==> src/rtl/ysyx_22041412_pkg.sv <==
// Shared decode definitions for the ysyx_22041412 core: opcode constants,
// the ebreak encoding, opcode classes and the decoded-bundle struct.
package ysyx_22041412_pkg;

  localparam logic [6:0] OPC_LUI       = 7'b0110111;
  localparam logic [6:0] OPC_AUIPC     = 7'b0010111;
  localparam logic [6:0] OPC_JAL       = 7'b1101111;
  localparam logic [6:0] OPC_JALR      = 7'b1100111;
  localparam logic [6:0] OPC_BRANCH    = 7'b1100011;
  localparam logic [6:0] OPC_LOAD      = 7'b0000011;
  localparam logic [6:0] OPC_STORE     = 7'b0100011;
  localparam logic [6:0] OPC_OP_IMM    = 7'b0010011;
  localparam logic [6:0] OPC_OP_IMM_32 = 7'b0011011;
  localparam logic [6:0] OPC_OP        = 7'b0110011;
  localparam logic [6:0] OPC_OP_32     = 7'b0111011;
  localparam logic [6:0] OPC_SYSTEM    = 7'b1110011;

  localparam logic [31:0] INSTR_EBREAK = 32'h0010_0073;

  // Widest supported datapath; narrower cores use the low XLEN bits of imm.
  localparam int MAX_XLEN = 64;

  typedef enum logic [2:0] {
    CLS_I, CLS_U, CLS_J, CLS_B, CLS_S, CLS_R, CLS_SYS, CLS_ILL
  } op_class_t;

  typedef struct packed {
    logic [6:0]          opcode;
    logic [2:0]          func3;
    logic                func7;
    logic [4:0]          rs1;
    logic [4:0]          rs2;
    logic [4:0]          rd;
    logic [MAX_XLEN-1:0] imm;
    logic                src_a_pc;
    logic                src_a_zero;
    logic                src_b_imm;
    logic                mul_en;
    logic                ebreak;
    logic                illegal;
  } dec_bundle_t;

endpackage

==> src/rtl/ysyx_22041412_dec_core.sv <==
// Combinational RV32/RV64 decoder: raw instruction -> decoded bundle.
module ysyx_22041412_dec_core
  import ysyx_22041412_pkg::*;
#(
  parameter int XLEN = 64
) (
  input  logic [31:0]  instr,
  output dec_bundle_t  bundle
);

  op_class_t           cls;
  logic [MAX_XLEN-1:0] imm_i, imm_u, imm_j, imm_b, imm_s;

  // Immediates are sign-extended to the widest datapath; the top slices XLEN.
  assign imm_i = {{52{instr[31]}}, instr[31:20]};
  assign imm_u = {{32{instr[31]}}, instr[31:12], 12'b0};
  assign imm_j = {{44{instr[31]}}, instr[19:12], instr[20], instr[30:21], 1'b0};
  assign imm_b = {{52{instr[31]}}, instr[7], instr[30:25], instr[11:8], 1'b0};
  assign imm_s = {{52{instr[31]}}, instr[31:25], instr[11:7]};

  // Classify the opcode; W-form opcodes exist only on RV64.
  always_comb begin
    cls = CLS_ILL;
    case (instr[6:0])
      OPC_JALR, OPC_LOAD, OPC_OP_IMM: cls = CLS_I;
      OPC_OP_IMM_32:                  cls = (XLEN == 64) ? CLS_I : CLS_ILL;
      OPC_LUI, OPC_AUIPC:             cls = CLS_U;
      OPC_JAL:                        cls = CLS_J;
      OPC_BRANCH:                     cls = CLS_B;
      OPC_STORE:                      cls = CLS_S;
      OPC_OP:                         cls = CLS_R;
      OPC_OP_32:                      cls = (XLEN == 64) ? CLS_R : CLS_ILL;
      OPC_SYSTEM:                     cls = CLS_SYS;
      default:                        cls = CLS_ILL;
    endcase
  end

  // Build the bundle; raw fields always pass through, flags only when legal.
  always_comb begin
    bundle            = '0;
    bundle.opcode     = instr[6:0];
    bundle.func3      = instr[14:12];
    bundle.func7      = instr[30];
    bundle.rs1        = instr[19:15];
    bundle.rs2        = instr[24:20];
    bundle.rd         = instr[11:7];
    bundle.illegal    = (cls == CLS_ILL);
    case (cls)
      CLS_I:   bundle.imm = imm_i;
      CLS_U:   bundle.imm = imm_u;
      CLS_J:   bundle.imm = imm_j;
      CLS_B:   bundle.imm = imm_b;
      CLS_S:   bundle.imm = imm_s;
      default: bundle.imm = '0;
    endcase
    bundle.src_a_pc   = (instr[6:0] == OPC_AUIPC) || (instr[6:0] == OPC_JAL) ||
                        (instr[6:0] == OPC_JALR);
    bundle.src_a_zero = (instr[6:0] == OPC_LUI);
    bundle.src_b_imm  = (cls == CLS_I) || (cls == CLS_U) || (cls == CLS_S) || (cls == CLS_J);
    bundle.mul_en     = (cls == CLS_R) && instr[25];
    bundle.ebreak     = (instr == INSTR_EBREAK);
    if (cls == CLS_ILL) begin
      bundle.src_a_pc   = 1'b0;
      bundle.src_a_zero = 1'b0;
      bundle.src_b_imm  = 1'b0;
      bundle.mul_en     = 1'b0;
      bundle.ebreak     = 1'b0;
    end
  end

endmodule

==> src/rtl/ysyx_22041412_idu_queue.sv <==
// Instruction-decode stage: DEPTH-entry fetch queue, head decode and a
// registered decode bundle presented to EXU over valid/ready.
module ysyx_22041412_idu_queue
  import ysyx_22041412_pkg::*;
#(
  parameter int XLEN  = 64,
  parameter int DEPTH = 4
) (
  input  logic                     clk,
  input  logic                     rst,
  input  logic                     flush,
  input  logic                     in_valid,
  output logic                     in_ready,
  input  logic [31:0]              in_instr,
  input  logic [XLEN-1:0]          in_pc,
  output logic                     out_valid,
  input  logic                     out_ready,
  output logic [XLEN-1:0]          out_pc,
  output logic [6:0]               out_opcode,
  output logic [2:0]               out_func3,
  output logic                     out_func7,
  output logic [4:0]               out_rs1,
  output logic [4:0]               out_rs2,
  output logic [4:0]               out_rd,
  output logic [XLEN-1:0]          out_imm,
  output logic                     out_src_a_pc,
  output logic                     out_src_a_zero,
  output logic                     out_src_b_imm,
  output logic                     out_mul_en,
  output logic                     out_ebreak,
  output logic                     out_illegal,
  output logic [$clog2(DEPTH):0]   out_count
);

  localparam int PW = $clog2(DEPTH);
  localparam int CW = PW + 1;

  logic [31:0]     instr_q [DEPTH];
  logic [XLEN-1:0] pc_q    [DEPTH];
  logic [PW-1:0]   wr_ptr, rd_ptr;
  logic [CW-1:0]   count;
  logic            push, pop;
  dec_bundle_t     head;

  // Ready depends only on registered occupancy, so a same-cycle pop cannot free a slot.
  assign in_ready  = !rst && (count != CW'(DEPTH));
  assign push      = in_valid && in_ready && !flush;
  assign pop       = (count != '0) && (!out_valid || out_ready);
  assign out_count = count;

  ysyx_22041412_dec_core #(.XLEN(XLEN)) u_dec_core (
    .instr  (instr_q[rd_ptr]),
    .bundle (head)
  );

  // Queue storage; entries beyond count are don't-care, so no reset needed.
  always_ff @(posedge clk) begin
    if (push) begin
      instr_q[wr_ptr] <= in_instr;
      pc_q[wr_ptr]    <= in_pc;
    end
  end

  // Pointers and occupancy; flush behaves like reset for queue state.
  always_ff @(posedge clk) begin
    if (rst || flush) begin
      wr_ptr <= '0;
      rd_ptr <= '0;
      count  <= '0;
    end else begin
      if (push) wr_ptr <= wr_ptr + 1'b1;
      if (pop)  rd_ptr <= rd_ptr + 1'b1;
      case ({push, pop})
        2'b10:   count <= count + 1'b1;
        2'b01:   count <= count - 1'b1;
        default: count <= count;
      endcase
    end
  end

  // Output register: load head when free or being consumed, else drop valid on ready.
  always_ff @(posedge clk) begin
    if (rst) begin
      out_valid      <= 1'b0;
      out_pc         <= '0;
      out_opcode     <= '0;
      out_func3      <= '0;
      out_func7      <= 1'b0;
      out_rs1        <= '0;
      out_rs2        <= '0;
      out_rd         <= '0;
      out_imm        <= '0;
      out_src_a_pc   <= 1'b0;
      out_src_a_zero <= 1'b0;
      out_src_b_imm  <= 1'b0;
      out_mul_en     <= 1'b0;
      out_ebreak     <= 1'b0;
      out_illegal    <= 1'b0;
    end else if (flush) begin
      out_valid <= 1'b0;
    end else if (pop) begin
      out_valid      <= 1'b1;
      out_pc         <= pc_q[rd_ptr];
      out_opcode     <= head.opcode;
      out_func3      <= head.func3;
      out_func7      <= head.func7;
      out_rs1        <= head.rs1;
      out_rs2        <= head.rs2;
      out_rd         <= head.rd;
      out_imm        <= head.imm[XLEN-1:0];
      out_src_a_pc   <= head.src_a_pc;
      out_src_a_zero <= head.src_a_zero;
      out_src_b_imm  <= head.src_b_imm;
      out_mul_en     <= head.mul_en;
      out_ebreak     <= head.ebreak;
      out_illegal    <= head.illegal;
    end else if (out_ready) begin
      out_valid <= 1'b0;
    end
  end

endmodule
==> config.mk <==
export PLATFORM = sky130hd
export DESIGN_NAME = ysyx_22041412_idu_queue
export DESIGN_NICKNAME = d
export VERILOG_FILES = /design/src/rtl/ysyx_22041412_pkg.sv /design/src/rtl/ysyx_22041412_dec_core.sv /design/src/rtl/ysyx_22041412_idu_queue.sv
export SDC_FILE = /design/constraint.sdc
export NUM_CORES = 1
export LEC_CHECK = 0
export ABC_AREA = 1
export BUFFER_PORTS_ARGS = -buffer_cell sky130_fd_sc_hd__buf_2
export CAP_MARGIN = 0
export CELL_PAD_IN_SITES_DETAIL_PLACEMENT = 1
export CELL_PAD_IN_SITES_GLOBAL_PLACEMENT = 2
export CORE_UTILIZATION = 33
export CTS_CLUSTER_DIAMETER = 50
export DETAILED_ROUTE_END_ITERATION = 8
export MAX_ROUTING_LAYER = met4
export PLACE_DENSITY = 0.73
export SYNTH_ARGS = -nofsm -noshare
export SYNTH_HDL_FRONTEND = slang
export SYNTH_HIERARCHICAL = 1
export SYNTH_SLANG_ARGS = --single-unit
==> constraint.sdc <==
create_clock -name clk -period 5.2 [get_ports clk]
set_input_delay 0.52 -clock clk [delete_from_list [all_inputs] [get_ports clk]]
set_output_delay 0.52 -clock clk [all_outputs]
set_load 0.005 [all_outputs]
==> metrics.md <==
| Metric | Value |
|---|---|
| Status | completed |
| Sequential share of the synthesized area | 62.2% |
| Initial antenna violation count | 17 |
| Initial Util | 33.5% |
| Buffers added on ports | 265 |
| Worst slew margin | 30.1% |
| Min cycle time layout | 3620 ps |
| Clock power share | 47.1% |
| Most common cell in the netlist | nand2_1 |
| Cell Int Power | 8.39 mW |
| Simple-Gate Fraction of Synth Area | 22.6% |
| Antenna viol nets, final | 0 |
| Synth Area in Compound Gates | 2.61% |
| Number of max-cap violations | 0 |
| Synth area leader | edfxtp_1 |
| Clk_skew | 21.1 ps |
| Routed wire length | 66.2 mm |
| Sequential group share of total power | 44.5% |
| Least-Margin Pin Slew | 1040 ps |
| Proportion of layout cells with a drive suffix above 1 | 15.0% |
| CTS H-Tree Depth | 3 |
| RSZ-0062 raised after global routing | no |
| Distinct cell type count after synthesis | 29 |
| Share of the synthesized area in the top cell type | 48.0% |
| Slew Viols, Final | 0 |
| VDD IR max | 188 uV |
| Die width | 272 um |
| Main combinational cell family by area after synthesis | simple AND/OR/NAND/NOR gates |
| Final Hold Vio Count | 0 |
| I/O Pins | 266 |
| Placed Cells | 3,749 |
| Hpwl dp | 41.4 mm |
| Cell Area, Synth | 24,000 um^2 |
| Multiplexer share of the synthesized area | 0% |
| Root Driver | clkbuf_16 |
| Routed wire length per instance | 16.9 um |
| Num rows | 98 |
| Worst-Skew Late Latency | 610 ps |
| Nets | 2,985 |
| Setup violations, final | 0 |
| Drt pass-1 iters | 7 |
| Area growth syn-to-layout | 17.6% |
| Sw Pwr | 2.80 mW |
| CP arrival | 4140 ps |
| Worst Path Max Fanout | 33 |
| Vias in the first global route | 18,300 |
| Post-CTS Hold Buffers | 0 |
| CP Launch Type | flop |
| Max Clock Freq | 277 MHz |
| Vias per cell | 4.46 |
| Setup Fix Bufs, Post-CTS | 0 |
| Setup crit end kind | flop |
| CP required | 5720 ps |
| GRT overflow | 0 |
| Comb power frac | 8.3% |
| Pleak | 13.5 nW |
| PostCTS Resize Cnt | 0 |
| Setup CP Type | flop to flop |
| CTS tree | done |
| First-pass GRT wire length | 103 mm |
| Synth cell count leaders | nand2_1 (747), inv_1 (457), nor2_1 (445) |
| Count of warnings emitted by yosys | 6 |
| Post-Synth XOR/XNOR Area | 0% |
| Design Power | 11.2 mW |
| Die Y-Extent | 272 um |
| Die area | 73,800 um^2 |
| Synth Flop Type | edfxtp_1 |
| GPL Wtd Cong | 0.799 |
| Top post-synthesis cells by area | edfxtp_1 (48%), dfxtp_1 (14%), nand2_1 (12%) |
| DR iter-0 viols | 906 |
| Worst-path clk slew | 60 ps |
| Fillcell total | 8,354 |
| Cts bufs inserted | 77 |
| DR DRC count | 0 |
| Worst hold start | in_pc[39] |
| Post-synthesis cell count | 2,692 |
| Largest net degree at the start of global routing | 157 |
| Avg Cell Area, Syn | 8.92 um^2 |
| Vias post-DR | 17,400 |
| Non-filler instance count after layout | 3,909 |
| Async SR Flop Fraction | 0% |
| Cell Pwr Density | 396 nW/um^2 |
| HP Class | input port to flop |
| Core Util, Final | 39.4% |
| Area of the core | 71,700 um^2 |
| Switching share of power | 25.0% |
| Aggregate global-route resource usage | 18.6% |
| FF+latch count, synth | 554 |
| Adder-cell share of the synthesized area | 0.344% |
| Post-synth EDFFs | 384 |
| Synthesized net count | 2,799 |
| Tcrit/Tclk final | 69.5% |
| Max Buffers Root-to-Sink | 3 |
| Clock sink total | 554 |
-- metrics by stage --
stage,setup TNS (ps),setup slack (ps),area [um^2],hold WS [ps]
global route,0,1150,28200,101
finish,0,1580,28200,119
global placement,0,1840,25600,494
floorplan,-136220,-355,24000,501
detailed placement,0,1650,25600,500
CTS,0,1600,28200,75.8
-- worst max-delay path: stages, from the launching register on --
cell	delay [ps]
dfxtp_1	300
buf_4	240
inv_1	430
o21ai_1	130
o22ai_1	540
nand2_2	140
nor2_2	270
nand2_1	140
nand3_2	230
nand2_2	300
nand2_1	150
buf_4	370
nor2_1	100
nor2_1	150
-- routing by layer --
layer	vias up	share of wire, %	GRT usage, %
li1	8660	-	-
met1	8338	43	21.6
met2	329	50	31.6
met3	92	5.4	4.21
met4	0	2.1	5.87
met5	-	0	-
-- sequential cells by signal (all words and copies together) (netlist names), named ones only --
| signal | flops |
|---|---|
| out_func7 | 1 |
| out_src_b_imm | 1 |
| out_ebreak | 1 |
| out_rs2 | 5 |
| out_valid | 1 |
| out_imm | 64 |
| out_count | 3 |
| instr_q | 128 |
| out_pc | 64 |
| out_src_a_pc | 1 |
| out_src_a_zero | 1 |
| out_mul_en | 1 |
| out_opcode | 7 |
| out_func3 | 3 |
| out_illegal | 1 |
| rd_ptr | 2 |
| wr_ptr | 2 |
| pc_q | 256 |
| out_rs1 | 5 |
| out_rd | 5 |
-- cell families after synthesis --
group	count (synthesis)
and+or+nand+nor	1374
buffers and inverters	642
DFF	554
AOI/OAI and AO/OA	116
adders and majority gates	6
-- cell usage in the layout, fill, tap and decap left out, types with 2 or more instances in the layout --
| master | instances |
|---|---|
| dfxtp_4 | 2 |
| bufinv_16 | 5 |
| nor2_4 | 4 |
| nand2_2 | 3 |
| buf_2 | 265 |
| inv_8 | 5 |
| diode_2 | 16 |
| inv_1 | 456 |
| clkbuf_1 | 11 |
| nor2_2 | 4 |
| o21ai_1 | 14 |
| o21ai_0 | 57 |
| clkinvlp_4 | 2 |
| clkbuf_16 | 78 |
| nand3_1 | 165 |
| inv_6 | 12 |
| clkinv_2 | 13 |
| buf_4 | 20 |
| inv_2 | 2 |
| nor3_1 | 3 |
| dfxtp_1 | 167 |
| clkinv_4 | 5 |
| a21oi_1 | 11 |
| clkinv_1 | 2 |
| clkbuf_8 | 9 |
| buf_12 | 4 |
| nand2_1 | 747 |
| o22ai_1 | 32 |
| nor2_1 | 441 |
| edfxtp_1 | 384 |
| ha_1 | 5 |
-- power by group through the flow --
stage	Combinational (mW)	Sequential [mW]	Clock, mW
2_1_floorplan	0.624	5.06	0
3_3_place_gp	0.920	5.07	0
3_5_place_dp	0.950	5.08	0
4_1_cts	0.958	4.99	5.42
5_1_grt	1.08	5.00	5.60
6_report	0.932	4.98	5.28
-- final cells by class --
| class | instances | area [um^2] | share of cell area, % |
|---|---|---|---|
| diodes | 16 | 40.0 | 0.142 |
| well taps | 950 | 1190 | 4.21 |
| clock buffers | 98 | 2120 | 7.50 |
| clock inverters | 46 | 500 | 1.77 |
| inverters | 460 | 1730 | 6.14 |
| multi-input cells | 1496 | 6160 | 21.8 |
| repair buffers | 289 | 1560 | 5.51 |
| flip-flops and latches | 554 | 14900 | 52.9 |
-- path summary, 6_finish.rpt --
kind	end	slack [ps]	cells past startpoint
hold reg to reg	out_imm[27]	510	4
setup reg to reg	out_imm[39]	1580	13
hold / removal	pc_q[1][39]	120	1
setup / recovery	out_imm[39]	1580	13
Note: power is estimated with default switching activity, not from simulation.
